$ cat config.mk
export PLATFORM = sky130hd
export DESIGN_NAME = bypass_adder_r
export DESIGN_NICKNAME = d
export VERILOG_FILES = /design/src/rtl/bypass_adder_r_pkg.sv /design/src/rtl/bypass_block.sv /design/src/rtl/bypass_adder_r.sv
export SDC_FILE = /design/constraint.sdc
export NUM_CORES = 1
export LEC_CHECK = 0
export ABC_AREA = 1
export CAP_MARGIN = 0
export CORE_ASPECT_RATIO = 0.5
export CORE_MARGIN = 10
export CORE_UTILIZATION = 45
export CTS_CLUSTER_DIAMETER = 150
export DETAILED_ROUTE_END_ITERATION = 10
export GPL_ROUTABILITY_DRIVEN = 0
export PLACE_DENSITY_LB_ADDON = 0.08
export RECOVER_POWER = 100
export SETUP_SLACK_MARGIN = 0.1
export SYNTH_ARGS = -nofsm -noshare
export SYNTH_HDL_FRONTEND = slang
export SYNTH_SLANG_ARGS = --single-unit
$ cat constraint.sdc
create_clock -name clk -period 26.7 [get_ports clk]
set_input_delay 5.34 -clock clk [delete_from_list [all_inputs] [get_ports clk]]
set_output_delay 5.34 -clock clk [all_outputs]
set_load 0.03 [all_outputs]
$ cat src/rtl/bypass_adder_r_pkg.sv
// Shared defaults for the registered carry-skip adder.
//
// Contents:
//   DEF_WIDTH - default operand/sum width in bits
//   DEF_BLOCK - default bits per skip block (must divide the width)
package bypass_adder_r_pkg;

    localparam int DEF_WIDTH = 32;
    localparam int DEF_BLOCK = 4;

endpackage

$ cat src/rtl/bypass_block.sv
// One carry-skip block: a BLOCK-bit ripple adder whose carry-out can bypass
// the ripple chain when every bit of the block propagates.
//
// Ports:
//   a, b  - BLOCK-bit operand slices
//   cin   - carry into the block
//   s     - BLOCK-bit sum slice
//   cout  - carry out of the block (skip mux output)
module bypass_block #(
    parameter int BLOCK = 4
) (
    input  logic [BLOCK-1:0] a,
    input  logic [BLOCK-1:0] b,
    input  logic             cin,
    output logic [BLOCK-1:0] s,
    output logic             cout
);

    logic [BLOCK-1:0] p;
    logic [BLOCK-1:0] g;
    logic [BLOCK:0]   c;
    logic             blk_p;

    always_comb begin
        p    = a ^ b;
        g    = a & b;
        s    = '0;
        c    = '0;
        c[0] = cin;
        for (int i = 0; i < BLOCK; i++) begin
            s[i]   = p[i] ^ c[i];
            c[i+1] = g[i] | (p[i] & c[i]);
        end
        blk_p = &p;
        // When all bits propagate the ripple carry-out equals cin anyway;
        // taking cin directly just shortens the critical path.
        cout  = blk_p ? cin : c[BLOCK];
    end

endmodule

$ cat src/rtl/bypass_adder_r.sv
// Registered carry-skip adder: {Cout, Sum} = A + B + Cin, two-stage pipeline.
// Operands are registered, summed by a chain of bypass_block instances, and
// the result is registered. One result per clock, latency 2.
//
// Ports:
//   clk   - rising-edge clock
//   rst_n - asynchronous active-low reset, clears every register
//   A, B  - WIDTH-bit unsigned operands
//   Cin   - carry-in
//   Sum   - registered low WIDTH bits of A + B + Cin
//   Cout  - registered carry-out (unsigned overflow)
module bypass_adder_r
    import bypass_adder_r_pkg::*;
#(
    parameter int WIDTH = DEF_WIDTH,
    parameter int BLOCK = DEF_BLOCK
) (
    input  logic             clk,
    input  logic             rst_n,
    input  logic [WIDTH-1:0] A,
    input  logic [WIDTH-1:0] B,
    input  logic             Cin,
    output logic [WIDTH-1:0] Sum,
    output logic             Cout
);

    localparam int NUM_BLOCKS = WIDTH / BLOCK;

    if (WIDTH < 1) begin : g_bad_width
        $error("bypass_adder_r: WIDTH must be >= 1");
    end
    if (BLOCK < 1 || (WIDTH % BLOCK) != 0) begin : g_bad_block
        $error("bypass_adder_r: WIDTH must be a multiple of BLOCK");
    end

    logic [WIDTH-1:0]  a_q;
    logic [WIDTH-1:0]  b_q;
    logic              cin_q;
    logic [WIDTH-1:0]  core_sum;
    logic [NUM_BLOCKS:0] carry;

    // Stage 1: operand capture.
    always_ff @(posedge clk or negedge rst_n) begin
        if (!rst_n) begin
            a_q   <= '0;
            b_q   <= '0;
            cin_q <= 1'b0;
        end else begin
            a_q   <= A;
            b_q   <= B;
            cin_q <= Cin;
        end
    end

    assign carry[0] = cin_q;

    for (genvar k = 0; k < NUM_BLOCKS; k++) begin : g_blk
        bypass_block #(
            .BLOCK (BLOCK)
        ) u_blk (
            .a    (a_q[k*BLOCK +: BLOCK]),
            .b    (b_q[k*BLOCK +: BLOCK]),
            .cin  (carry[k]),
            .s    (core_sum[k*BLOCK +: BLOCK]),
            .cout (carry[k+1])
        );
    end

    // Stage 2: result capture.
    always_ff @(posedge clk or negedge rst_n) begin
        if (!rst_n) begin
            Sum  <= '0;
            Cout <= 1'b0;
        end else begin
            Sum  <= core_sum;
            Cout <= carry[NUM_BLOCKS];
        end
    end

endmodule

; After elaboration in Yosys (flattened, before gate mapping)
; Cells that the tools add are included.
[op_classes]
muxes = 8
n_reduce_logical = 8
bitwise = 112
[op_table]
columns = op, count
row1 = AND 1 bit, 32
row2 = AND 4 bit, 8
row3 = OR 1 bit, 32
row4 = AND reduction 4 bit, 8
row5 = bitwise XOR 1 bit, 32
row6 = bitwise XOR 4 bit, 8
row7 = two-way mux 1 bit, 8
[totals]
output_inout_bits = 33
inputBits = 67
reg_bits = 98
elab_cells = 133

; Longest topological paths before layout
[logic_depth]
ltp_word = 73
depth_mapped = 52
ltp_nobuf = 52

; Cells and area by module
; Synthesis repeated with hierarchy kept, for this count alone.
[unflattened]
hier_cells = 290
hier_area_um2 = 3983.8
[modules_own_cells]
columns = module, cells_each, seq_area_each_um2, instances, area_per_inst_um2
row1 = bypass_adder_r, 98, 2452.4, 1, 2452.4
row2 = bypass_block, 24, 0.0, 8, 191.4

; Worst setup path after synthesis
; OpenSTA, ideal clock, no wires.
[synth_path]
path_type = register to register
start = register a_q[0]
end = register Sum[31]
setup_ns = 0.064
synth_period_minus_slack_ns = 14.612
required_ns = 26.636
t_arrival_ns = 14.548
path_slack_ns = 12.088
stages_incl_launch_ff = 52
n_path_buf = 0
path_cell_list = dfrtp_1 inv_1 fa_1 inv_1 fa_1 fa_1 fa_1 o21bai_2 and2_2 fa_1 fa_1 fa_1 fa_1 o21ai_1 and2_1 inv_1 fa_1 fa_1 [16 not listed] fa_1 fa_1 fa_1 fa_1 nand2_1 nand2_1 fa_1 fa_1 fa_1 fa_1 or2_2 and2_1 fa_1 fa_1 fa_1 inv_1 fa_1 inv_1
[synth_via]
elab_chain_cells = 71
word_cells_on_any_way = 73
classes_between = mux: 7 / bitwise: 65 / reduce/logical: 1
[synth_lines]
columns = item, line
row1 = "start, declared", bypass_adder_r.sv:36  ; logic [WIDTH-1:0] a_q;
row2 = "start signal, assigned", bypass_adder_r.sv:45  ; a_q <= '0;
row3 = "start signal, assigned", bypass_adder_r.sv:49  ; a_q <= A;
row4 = bitwise XOR 4 bit, bypass_block.sv:25  ; p = a ^ b;
row5 = AND 1 bit, bypass_block.sv:32  ; c[i+1] = g[i] | (p[i] & c[i]);
row6 = OR 1 bit, bypass_block.sv:32
row7 = AND 1 bit, bypass_block.sv:32
row8 = OR 1 bit, bypass_block.sv:32
row9 = AND 1 bit, bypass_block.sv:32
row10 = OR 1 bit, bypass_block.sv:32
row11 = AND 1 bit, bypass_block.sv:32
row12 = [56 not listed], n/a
row13 = AND 1 bit *, bypass_block.sv:32
row14 = OR 1 bit *, bypass_block.sv:32
row15 = AND 1 bit *, bypass_block.sv:32
row16 = OR 1 bit *, bypass_block.sv:32
row17 = AND 1 bit *, bypass_block.sv:32
row18 = OR 1 bit *, bypass_block.sv:32
row19 = bitwise XOR 1 bit *, bypass_block.sv:31  ; s[i] = p[i] ^ c[i];
row20 = named net core_sum[31], bypass_adder_r.sv:39  ; logic [WIDTH-1:0] core_sum;
row21 = "end signal, assigned", bypass_adder_r.sv:75  ; Sum <= core_sum;
row22 = "end, declared", bypass_adder_r.sv:23  ; output logic [WIDTH-1:0] Sum,
; The timed path passes the listed nets; every way through them passes the cells marked *.

; Worst setup path after layout
; Same ends and word-level chain as after synthesis.

==> metrics.log <==
INFO  metric drcViolationCount = 0
INFO  metric power.leakage = 2.34 nW
INFO  metric worstSetupStartpointType = register
INFO  metric drive_above_1_share = 8.16%
INFO  metric pre_cts_slack = 11430 ps
INFO  metric grt_antenna_before_repair = 0
INFO  metric clk-insertion-delay-late = around 340 ps
INFO  metric slew_viol_final = 101
INFO  metric cts_hold_buffers = 0
INFO  metric clk_transition_reported_paths = ~60 ps
INFO  metric core = about 8000 µm²
INFO  metric multiInputGateArea = ~1300 µm²
INFO  metric synth_seq_cells = about 100
INFO  metric yosysSeqAreaShare = between 60% and 70%
INFO  metric final_hold_viol_count = 0
INFO  metric synth_most_common_cell = sky130_fd_sc_hd__dfrtp_1
INFO  metric antenna_cells = 0
INFO  metric grtUsageTotal = a little under an eighth
INFO  metric cts_root_buf = sky130_fd_sc_hd__clkbuf_16
INFO  metric synth_enable_flop_cells = 0
INFO  metric synthFlopType = sky130_fd_sc_hd__dfrtp_1
INFO  metric grt-ovfl-total = 0
INFO  metric clock_path_buffers = 2
INFO  metric yosys.cell_types.count = 16
INFO  metric nFillCells = approximately 590
INFO  metric regArea = between 2000 and 2500 µm²
INFO  metric worst-slew-pin-transition = 2540 ps
INFO  metric netlist.top_cell.by_area = sky130_fd_sc_hd__dfrtp_1
INFO  metric hold_path_class = reg -> reg
INFO  metric fin_crit_sh = between 50% and 60%
INFO  metric critical-path-slowest-cell = sky130_fd_sc_hd__fa_1
INFO  metric totalNegativeSetupSlack = 0 ps
INFO  metric cts_made_buffers = 9
INFO  metric first_global_vias = between 2000 and 2500
INFO  metric areaGrowthSynthToFinish = 37.2%
INFO  metric num-nets-final = 457
INFO  metric synth.top_cells.by_count = sky130_fd_sc_hd__dfrtp_1, sky130_fd_sc_hd__fa_1, sky130_fd_sc_hd__ha_1, sky130_fd_sc_hd__inv_1, sky130_fd_sc_hd__nand2_1
INFO  metric htree_num_levels = 3
INFO  metric num_io_pins = 100
INFO  metric dpl.hpwl = about 5300 µm
INFO  metric worst_vdd_drop = 0.0397 mV
INFO  metric synth_top_cells_by_area = sky130_fd_sc_hd__dfrtp_1, sky130_fd_sc_hd__fa_1, sky130_fd_sc_hd__ha_1
INFO  metric setup_slack = 11420 ps
INFO  metric num_rows = 23
INFO  metric timing.critical_path.to_type = register
INFO  metric grt_setup_unrepaired = false
INFO  metric maxSlewHeadroom = -69.4%
INFO  metric die_h = 84.8 µm
INFO  metric floorplan.initialDensity = a little under half
INFO  metric cp_common_cell = sky130_fd_sc_hd__fa_1
INFO  metric post_drt_wl_per_cell = around 15 µm
INFO  metric synth_async_sr_flop_share = 100%
INFO  metric achievable-frequency = 65.5 MHz
INFO  metric crit_fanout = 2
INFO  metric iteration_0_drc_count_of_the_detailed_router = between 40 and 50
INFO  metric synth.top_cell.area_share = between 60% and 70%
INFO  metric tritoncts = built
INFO  metric worst-endpoint-arrival = 15560 ps
INFO  metric synthCells = 215
INFO  metric synth_nets = about 350
INFO  metric drtPass1Iterations = 4
INFO  metric power-per-cell-area = roughly 70 nW/µm²
INFO  metric grt_first_pass_wirelength = 11000 µm
INFO  metric routed_via_density = ~4.3
INFO  metric fp.dieW = 150 µm
INFO  metric routed-via-count = 1919
INFO  metric yosys_warnings = 0
INFO  metric failing_checks = capacitance limit, slew limit
INFO  metric finalSetupViolCount = 0
INFO  metric timing.clock.skew = ~5.2 ps
INFO  metric max_cap_viol_count = 2
INFO  metric path_class = reg -> reg
INFO  metric total_of_cells_resized_after_clock_tree_synthesis = 0
INFO  metric die_area = around 13000 µm²
INFO  metric antenna_violating_nets_post_route = 0
INFO  metric data_required_time_at_the_worst_endpoint = between 20000 and 30000 ps
INFO  metric port_buf_inserts = 99
INFO  metric synth.avg_cell_area = 17.6 µm²
INFO  metric post-cts-setup-buffers = 0
INFO  metric detail_route.wirelength = between 6000 and 7000 µm
INFO  metric final_period_minus_worst_setup_slack = around 15000 ps
INFO  metric status = finished, violations left
INFO  metric syn_area = roughly 3800 µm²
INFO  metric grt_max_degree = 52
INFO  metric clock_sink_count = 98
INFO  metric cp_slowest_stage_delay = roughly 400 ps
-- critical path, delay by kind of cell (launching register included) --
kind | cells | cell delay [ps]
and+or+nand+nor | 12 | 2160
adders and majority gates | 32 | 12050
AOI/OAI and AO/OA | 2 | 310
DFF | 1 | 390
buffers and inverters | 5 | 320
-- layout make-up --
cell class,instances,share of cell area [%]
Sequential cell,98,47.3
Clock inverter,7,1.04
Multi-Input combinational cell,102,24.4
Tap cell,112,2.70
Timing Repair Buffer,100,19.1
Clock buffer,9,4.35
Inverter,15,1.09
-- logic make-up (layout without fill, tap and decap cells) --
logic type / count (synthesis) / count (layout) / synth area share, %
flops: 98 / 98 / 64.9
simple gates: 36 / 36 / 5.63
compound gates: 2 / 2 / 0.430
fa+ha+maj: 64 / 64 / 27.5
buf+inv: 15 / 131 / 1.49
-- registers in the layout, summed over array words and instances (netlist names) --
name	cells
a_q	32
b_q	32
Cout	1
Sum	32
cin_q	1
-- stage by stage --
stage / hold slack, ps / total power [mW] / instance area, µm² / cells / util (%)
2_1_floorplan: 538 / 0.210 / 3780 / 215 / -
3_3_place_gp: 546 / 0.250 / 4910 / 427 / 60.8
3_5_place_dp: 551 / 0.251 / 4910 / 427 / 60.8
4_1_cts: 569 / 0.370 / 5190 / 443 / 64.2
5_1_grt: 592 / 0.377 / 5180 / 443 / 64.1
6_report: 565 / 0.357 / 5180 / 443 / 64.1
-- layer usage --
layer  share of wire (%)  GRT usage (%)
met3                 8.8           5.62
met5                   0              0
met2                  55           20.0
met1                  35           11.3
met4                 1.3           3.99
-- path summary, 6_finish.rpt --
kind	startpoint	end	slack, ps	depth (start not counted)
max in group asynchronous	rst_n	Sum[0]	17640	2
hold / removal	b_q[1]	Sum[1]	560	1
min in group asynchronous	rst_n	b_q[5]	5720	1
hold reg to reg	b_q[1]	Sum[1]	560	1
setup / recovery	a_q[0]	Sum[31]	11420	51
setup reg to reg	a_q[0]	Sum[31]	11420	51
-- report_power, final --
group          total [mW]  internal (mW)  switching (mW)
clock network       0.117         0.0637          0.0538
logic              0.0690         0.0289          0.0401
registers           0.171          0.164         0.00674
-- layout by cell type (no fill, tap or decap) --
master	count
sky130_fd_sc_hd__dfrtp_1	98
sky130_fd_sc_hd__dlygate4sd3_1	98
sky130_fd_sc_hd__fa_1	32
sky130_fd_sc_hd__ha_1	32
sky130_fd_sc_hd__inv_1	15
sky130_fd_sc_hd__nand2_1	12
sky130_fd_sc_hd__clkbuf_16	9
sky130_fd_sc_hd__nand3_2	6
sky130_fd_sc_hd__nand4_1	5
sky130_fd_sc_hd__and2_0	4
sky130_fd_sc_hd__or2_2	3
sky130_fd_sc_hd__clkinvlp_4	3
sky130_fd_sc_hd__nor2_1	2
sky130_fd_sc_hd__inv_6	2
sky130_fd_sc_hd__clkbuf_1	2
sky130_fd_sc_hd__o21bai_1	1
sky130_fd_sc_hd__nor2_2	1
sky130_fd_sc_hd__o21ai_0	1
sky130_fd_sc_hd__or2_0	1
sky130_fd_sc_hd__and2_2	1
sky130_fd_sc_hd__nand3_1	1
sky130_fd_sc_hd__clkinv_2	1
sky130_fd_sc_hd__clkinv_4	1
No activity file was read; power rests on OpenSTA's default activity.
